## src/rtl/game_master_pkg.sv

```systemverilog
// Shared state encoding and width helpers for the game master controller.
package game_master_pkg;

    typedef enum logic [1:0] {
        ST_START = 2'd0,
        ST_AIM   = 2'd1,
        ST_SHOOT = 2'd2,
        ST_END   = 2'd3
    } gm_state_t;

    // Bits needed to hold the values 0..max_val, never less than one.
    function automatic int unsigned cnt_w(input int unsigned max_val);
        return (max_val < 1) ? 1 : $clog2(max_val + 1);
    endfunction

endpackage

```

## src/rtl/game_score_counter.sv

```systemverilog
// Saturating score register: adds the popcount of a hit vector each cycle,
// with a synchronous clear that starts a fresh game.
module game_score_counter
    import game_master_pkg::*;
#(
    parameter int N_HITS  = 2,
    parameter int SCORE_W = 8
) (
    input  logic               clk_i,
    input  logic               rst_n_i,
    input  logic               clr_i,
    input  logic [N_HITS-1:0]  hit_i,
    output logic [SCORE_W-1:0] score_o
);
    localparam int CW   = cnt_w(N_HITS);
    localparam int SUMW = ((SCORE_W > CW) ? SCORE_W : CW) + 1;

    logic [SCORE_W-1:0] score_q;
    logic [CW-1:0]      cnt;
    logic [SUMW-1:0]    sum;

    always_comb begin
        cnt = '0;
        for (int i = 0; i < N_HITS; i++) begin
            cnt = cnt + CW'(hit_i[i]);
        end
        sum = SUMW'(score_q) + SUMW'(cnt);
    end

    always_ff @(posedge clk_i) begin
        if (!rst_n_i || clr_i) begin
            score_q <= '0;
        end else if (sum[SUMW-1:SCORE_W] != '0) begin
            score_q <= '1;
        end else begin
            score_q <= sum[SCORE_W-1:0];
        end
    end

    assign score_o = score_q;

endmodule

```

## src/rtl/game_master_fsm_multi.sv

```systemverilog
// Game master: sequences one torpedo against N_TARGETS tracked targets with a
// per-round shot budget, a saturating score and a difficulty level.
module game_master_fsm_multi
    import game_master_pkg::*;
#(
    parameter int N_TARGETS = 2,
    parameter int SHOTS     = 3,
    parameter int SCORE_W   = 8,
    parameter int LEVEL_MAX = 3,
    parameter int END_BLANK = 2
) (
    input  logic                        clk,
    input  logic                        reset_n,
    input  logic                        key,
    output logic [N_TARGETS-1:0]        target_write_xy,
    output logic                        torpedo_write_xy,
    output logic [N_TARGETS-1:0]        target_write_dxy,
    output logic                        torpedo_write_dxy,
    output logic [N_TARGETS-1:0]        target_enable_update,
    output logic                        torpedo_enable_update,
    input  logic [N_TARGETS-1:0]        target_within_screen,
    input  logic                        torpedo_within_screen,
    input  logic [N_TARGETS-1:0]        collision,
    output logic                        end_of_game_timer_start,
    input  logic                        end_of_game_timer_running,
    output logic                        game_won,
    output logic [cnt_w(SHOTS)-1:0]     shots_left,
    output logic [SCORE_W-1:0]          score,
    output logic [cnt_w(LEVEL_MAX)-1:0] level
);
    localparam int SW = cnt_w(SHOTS);
    localparam int LW = cnt_w(LEVEL_MAX);
    localparam int BW = cnt_w(END_BLANK);

    gm_state_t          state_q, state_d;
    logic [N_TARGETS-1:0] alive_q, alive_d;
    logic [SW-1:0]      shots_q, shots_d;
    logic [LW-1:0]      level_q, level_d;
    logic [BW-1:0]      blank_q, blank_d;
    logic               lost_q, lost_d, won_q, won_d;
    logic [N_TARGETS-1:0] twxy_q, twxy_d, twdxy_q, twdxy_d, ten_q, ten_d;
    logic               pwxy_q, pwxy_d, pwdxy_q, pwdxy_d, pen_q, pen_d;
    logic               tstart_q, tstart_d;
    logic [N_TARGETS-1:0] hit, escape;
    logic               score_clr, win, lose;

    always_comb begin
        state_d   = state_q;
        alive_d   = alive_q;
        shots_d   = shots_q;
        level_d   = level_q;
        blank_d   = blank_q;
        lost_d    = lost_q;
        won_d     = won_q;
        twxy_d    = '0;
        twdxy_d   = '0;
        pwxy_d    = 1'b0;
        pwdxy_d   = 1'b0;
        tstart_d  = 1'b0;
        hit       = '0;
        score_clr = 1'b0;
        win       = 1'b0;
        lose      = 1'b0;
        // Dead targets never count as escaping.
        escape    = alive_q & ~target_within_screen;

        case (state_q)
            ST_START: begin
                twxy_d    = '1;
                twdxy_d   = '1;
                pwxy_d    = 1'b1;
                alive_d   = '1;
                shots_d   = SW'(SHOTS);
                won_d     = 1'b0;
                lost_d    = 1'b0;
                score_clr = lost_q;
                if (lost_q) level_d = '0;
                state_d   = ST_AIM;
            end
            ST_AIM: begin
                if (escape != '0) begin
                    lose = 1'b1;
                end else if (key && shots_q != '0) begin
                    pwdxy_d = 1'b1;
                    shots_d = shots_q - 1'b1;
                    state_d = ST_SHOOT;
                end
            end
            ST_SHOOT: begin
                hit = collision & alive_q;
                if (hit != '0) begin
                    alive_d = alive_q & ~hit;
                    pwxy_d  = 1'b1;
                    if (alive_d == '0) begin
                        win   = 1'b1;
                        won_d = 1'b1;
                        if (level_q != LW'(LEVEL_MAX)) level_d = level_q + 1'b1;
                    end else begin
                        state_d = ST_AIM;
                    end
                end else if (escape != '0) begin
                    lose = 1'b1;
                end else if (!torpedo_within_screen) begin
                    pwxy_d = 1'b1;
                    if (shots_q != '0) state_d = ST_AIM;
                    else               lose    = 1'b1;
                end
            end
            ST_END: begin
                if (blank_q != '0)                   blank_d = blank_q - 1'b1;
                else if (!end_of_game_timer_running) state_d = ST_START;
            end
            default: state_d = ST_START;
        endcase

        if (win || lose) begin
            tstart_d = 1'b1;
            lost_d   = lose;
            blank_d  = BW'(END_BLANK);
            state_d  = ST_END;
        end

        ten_d = (state_d == ST_AIM || state_d == ST_SHOOT) ? alive_d : '0;
        pen_d = (state_d == ST_SHOOT);
    end

    always_ff @(posedge clk) begin
        if (!reset_n) begin
            state_q  <= ST_START;
            alive_q  <= '0;
            shots_q  <= '0;
            level_q  <= '0;
            blank_q  <= '0;
            lost_q   <= 1'b0;
            won_q    <= 1'b0;
            twxy_q   <= '0;
            twdxy_q  <= '0;
            ten_q    <= '0;
            pwxy_q   <= 1'b0;
            pwdxy_q  <= 1'b0;
            pen_q    <= 1'b0;
            tstart_q <= 1'b0;
        end else begin
            state_q  <= state_d;
            alive_q  <= alive_d;
            shots_q  <= shots_d;
            level_q  <= level_d;
            blank_q  <= blank_d;
            lost_q   <= lost_d;
            won_q    <= won_d;
            twxy_q   <= twxy_d;
            twdxy_q  <= twdxy_d;
            ten_q    <= ten_d;
            pwxy_q   <= pwxy_d;
            pwdxy_q  <= pwdxy_d;
            pen_q    <= pen_d;
            tstart_q <= tstart_d;
        end
    end

    game_score_counter #(
        .N_HITS  (N_TARGETS),
        .SCORE_W (SCORE_W)
    ) u_score (
        .clk_i   (clk),
        .rst_n_i (reset_n),
        .clr_i   (score_clr),
        .hit_i   (hit),
        .score_o (score)
    );

    assign target_write_xy         = twxy_q;
    assign torpedo_write_xy        = pwxy_q;
    assign target_write_dxy        = twdxy_q;
    assign torpedo_write_dxy       = pwdxy_q;
    assign target_enable_update    = ten_q;
    assign torpedo_enable_update   = pen_q;
    assign end_of_game_timer_start = tstart_q;
    assign game_won                = won_q;
    assign shots_left              = shots_q;
    assign level                   = level_q;

endmodule

```

## config.mk

```make
export PLATFORM = sky130hd
export DESIGN_NAME = game_master_fsm_multi
export DESIGN_NICKNAME = d
export VERILOG_FILES = /design/src/rtl/game_master_pkg.sv /design/src/rtl/game_score_counter.sv /design/src/rtl/game_master_fsm_multi.sv
export SDC_FILE = /design/constraint.sdc
export NUM_CORES = 1
export LEC_CHECK = 0
export ABC_CLOCK_PERIOD_IN_PS = 3800
export BUFFER_PORTS_ARGS = -buffer_cell sky130_fd_sc_hd__buf_2
export CORE_MARGIN = 4
export CORE_UTILIZATION = 40
export CTS_BUF_LIST = sky130_fd_sc_hd__clkbuf_4 sky130_fd_sc_hd__clkbuf_8 sky130_fd_sc_hd__clkbuf_16
export CTS_CLUSTER_DIAMETER = 200
export DETAILED_ROUTE_END_ITERATION = 16
export PLACE_DENSITY = 0.7
export SKIP_LAST_GASP = 1
export SLEW_MARGIN = 20
export SYNTH_ARGS = -nofsm -noshare
export SYNTH_HDL_FRONTEND = slang
export SYNTH_HIERARCHICAL = 1
export SYNTH_SLANG_ARGS = --single-unit
```

## constraint.sdc

```tcl
create_clock -name clk -period 3.8 [get_ports clk]
set_clock_uncertainty 0.2 [all_clocks]
set_input_delay 0.38 -clock clk [delete_from_list [all_inputs] [get_ports clk]]
set_output_delay 0.38 -clock clk [all_outputs]
set_load 0.03 [all_outputs]
```

==> flow_summary.json <==
{
  "ys.flop_type": "dfxtp_1",
  "leakage_nw": 0.6849,
  "port_buffers": 31,
  "grt_pass1_wl_um": 4892,
  "max_freq_mhz": 370.5,
  "dp.cells": 223,
  "dieArea_um2": 4429,
  "synthAdderAreaFrac": 0.08759,
  "syn2layout_area_growth_pct": 14.23,
  "critPathTopFamily": "adder cells",
  "min_period_ns": 2.699,
  "path_cells": "inv_1 -> ha_1 -> and3_1 -> fa_1 -> ha_1 -> and4_1 -> nor4_1 -> a211oi_1",
  "clk_pin_slew_ns": 0.15,
  "critPathKind": "reg -> reg",
  "drt-met1-wl_um": 1308,
  "track_usage": 0.1412,
  "drive_gt1_frac": 0.2459,
  "met2_wirelength_um": 1382,
  "required_ns": 3.83,
  "p_int_w": 0.0003779,
  "num_io_pins": 32,
  "crit_fanout": 8,
  "postSynthAreaPerCell_um2": 8.847,
  "cts-resized-gates": 0,
  "hold_buffers": 0,
  "power_frac_clock": 0.229,
  "p_per_area_nw_per_um2": 348.1,
  "vias_per_cell": 5.229,
  "synthArstFlopShare": 0,
  "clock_latency_ns": 0.34,
  "hold_viol_final": 0,
  "cts_tree": "yes",
  "htreeDepth": 1,
  "numCtsBuffers": 3,
  "cp_num_buf_inv": 1,
  "seqPwrFrac": 0.564,
  "diodes": 0,
  "drt_iter0_markers": 39,
  "initial_core_util": 0.4349,
  "critPathMaxStageDelay_ns": 0.47,
  "crit_path_end_kind": "flip-flop",
  "synth_mux_area_frac": 0.007299,
  "synth-edff-count": 0,
  "drv_slew": 0,
  "yosys.area_share.simple": 0.2500,
  "ys_seq_area_frac": 0.3942,
  "ys_seq_elements": 27,
  "grt_setup_unrepaired": "no",
  "cpMaxStageDelayCell": "fa_1",
  "relSlewSlack": 0.6808,
  "dp_hpwl_um": 2290,
  "sw_frac_of_total": 0.3070,
  "drc": 0,
  "setup_viol": 0,
  "grt_pass1_vias": 1144,
  "grt_overflow": 0,
  "layout_common_cells": "31 x buf_2, 27 x dfxtp_1, 13 x inv_1",
  "cts_buffer_depth": 2,
  "layout_commonest_cell": "buf_2",
  "routed.top_layer": "met4",
  "avgRoutedWirePerCell_um": 12.71,
  "root_buffer": "clkbuf_4",
  "rows": 20,
  "synth_xor_area_frac": 0.01277,
  "antenna_found_initial": 0,
  "post_cts_buffers": 0,
  "fin_tns_setup_ns": 0,
  "cp_common_cell": "ha_1",
  "synth_cells": 155,
  "detailroute.wirelength.met3_um": 151,
  "status": "finished clean",
  "cts_sinks": 27,
  "yosys_warnings": 6,
  "p_comb_frac": 0.207,
  "drtPass1Iterations": 4,
  "start_kind": "flip-flop",
  "core_region_area_um2": 3153,
  "syn_area_um2": 1371,
  "hold_class": "in -> reg",
  "peakVddDrop_uv": 120.3,
  "synth_top_family_by_area": "simple AND/OR/NAND/NOR gates",
  "worst_pin_slew_ns": 0.4782,
  "place.gp.congestion": 0.7963,
  "final_net_count": 202,
  "cp.arrival_ns": 2.73,
  "final_cells": 227,
  "die_y_um": 66.55,
  "fin_crit_sh": 0.7104,
  "wl_um": 2885,
  "ant_nets": 0,
  "finalPower_w": 0.0005453,
  "netSwitchingPower_w": 0.0001674,
  "grt_max_degree": 16,
  "synth.distinct_cells": 49,
  "fin_util": 0.4968,
  "cap_violations": 0,
  "vias": 1187,
  "dieWidth_um": 66.55,
  "filler_cell_count": 317,
  "synth_nets": 173,
  "synth_compound_area_frac": 0.1816
}
[layer usage]
layer,up-vias,GRT usage
met5,-,0
met1,549,0.1812
met3,3,0.01686
met2,32,0.2364
li1,603,-
met4,0,0.06091
[cells in the mapped netlist, types with 2 or more instances]
cell       n  area, um2
and2_1     4      25.02
a31oi_1    4      25.02
nand2_1    9      33.78
ha_1       8      100.1
o21bai_1   3      22.52
nor2_1    10      37.54
dfxtp_1   27      540.5
inv_1     13      48.80
and3_2     2      15.01
a211oi_1   4      30.03
nand3_1    3      15.01
buf_4      4      30.03
o21ai_0    4      20.02
a21oi_1   11      55.05
nor4_1     2      12.51
or3_1      3      18.77
and3_1     2      12.51
nor3_1     8      40.04
and4_1     2      17.52
nand2b_1   3      18.77
[area by class of cell]
| type | count | area, um2 | share of cell area |
|---|---|---|---|
| multi-input combinational | 108 | 739.5 | 0.4720 |
| timing repair buffer | 31 | 155.1 | 0.09904 |
| inverter | 13 | 48.80 | 0.03115 |
| sequential | 27 | 540.5 | 0.3450 |
| tap | 44 | 55.05 | 0.03514 |
| clock buffer | 3 | 22.52 | 0.01438 |
| clock inverter | 1 | 5.005 | 0.003195 |
[registers in the layout (all words and copies together) (netlist names), 2 cells and up]
signal                count
target_enable_update      2
alive_q                   2
level                     2
state_q                   2
shots_left                2
u_score/score_o           8
blank_q                   2
[through the flow]
stage | hold slack, ns | instance area [um2] | worst slack, ns
global placement | 0.2597 | 1539 | 1.253
floorplan | 0.2679 | 1371 | 1.245
CTS | 0.09892 | 1567 | 1.116
detailed placement | 0.2649 | 1539 | 1.137
finish | 0.1122 | 1567 | 1.101
global route | 0.1238 | 1567 | 0.8842
[logic make-up (layout without fill, tap and decap cells)]
| family | after synthesis | in the layout |
|---|---|---|
| multiplexers | 1 | 1 |
| XOR/XNOR | 2 | 2 |
| AO/OA/AOI/OAI | 37 | 37 |
| flip-flops | 27 | 27 |
| adder cells (fa/ha/maj) | 9 | 9 |
| buffers and inverters | 20 | 48 |
| AND/OR/NAND/NOR | 59 | 59 |
[worst register-to-register path, stage by stage, from the launching register on]
cell	delay (ns)
dfxtp_1	0.43
inv_1	0.10
ha_1	0.31
and3_1	0.21
fa_1	0.47
ha_1	0.24
and4_1	0.23
nor4_1	0.31
a211oi_1	0.09
[path summary, 6_finish.rpt]
| kind | end | slack (ns) | from | depth (start not counted) |
|---|---|---|---|---|
| worst max-delay path | u_score/score_o[7]$_SDFF_PP0_ | 1.10 | state_q[0]$_SDFF_PN0_ | 8 |
| worst min-delay path | torpedo_enable_update$_SDFF_PN0_ | 0.11 | reset_n | 2 |
| worst max register to register | u_score/score_o[7]$_SDFF_PP0_ | 1.10 | state_q[0]$_SDFF_PN0_ | 8 |
| worst min register to register | level[1]$_SDFFE_PN0P_ | 0.28 | level[1]$_SDFFE_PN0P_ | 2 |
[power by group through the flow]
stage	logic [W]	registers (W)	clock network [W]
final	0.000113	0.000308	0.000125
after global routing	0.000123	0.000310	0.000143
after CTS	0.000113	0.000308	0.000135
after detailed placement	0.000112	0.000314	0
after global placement	0.000110	0.000313	0
after floorplan	0.0000712	0.000329	0
Note: power is estimated with default switching activity, not from simulation.
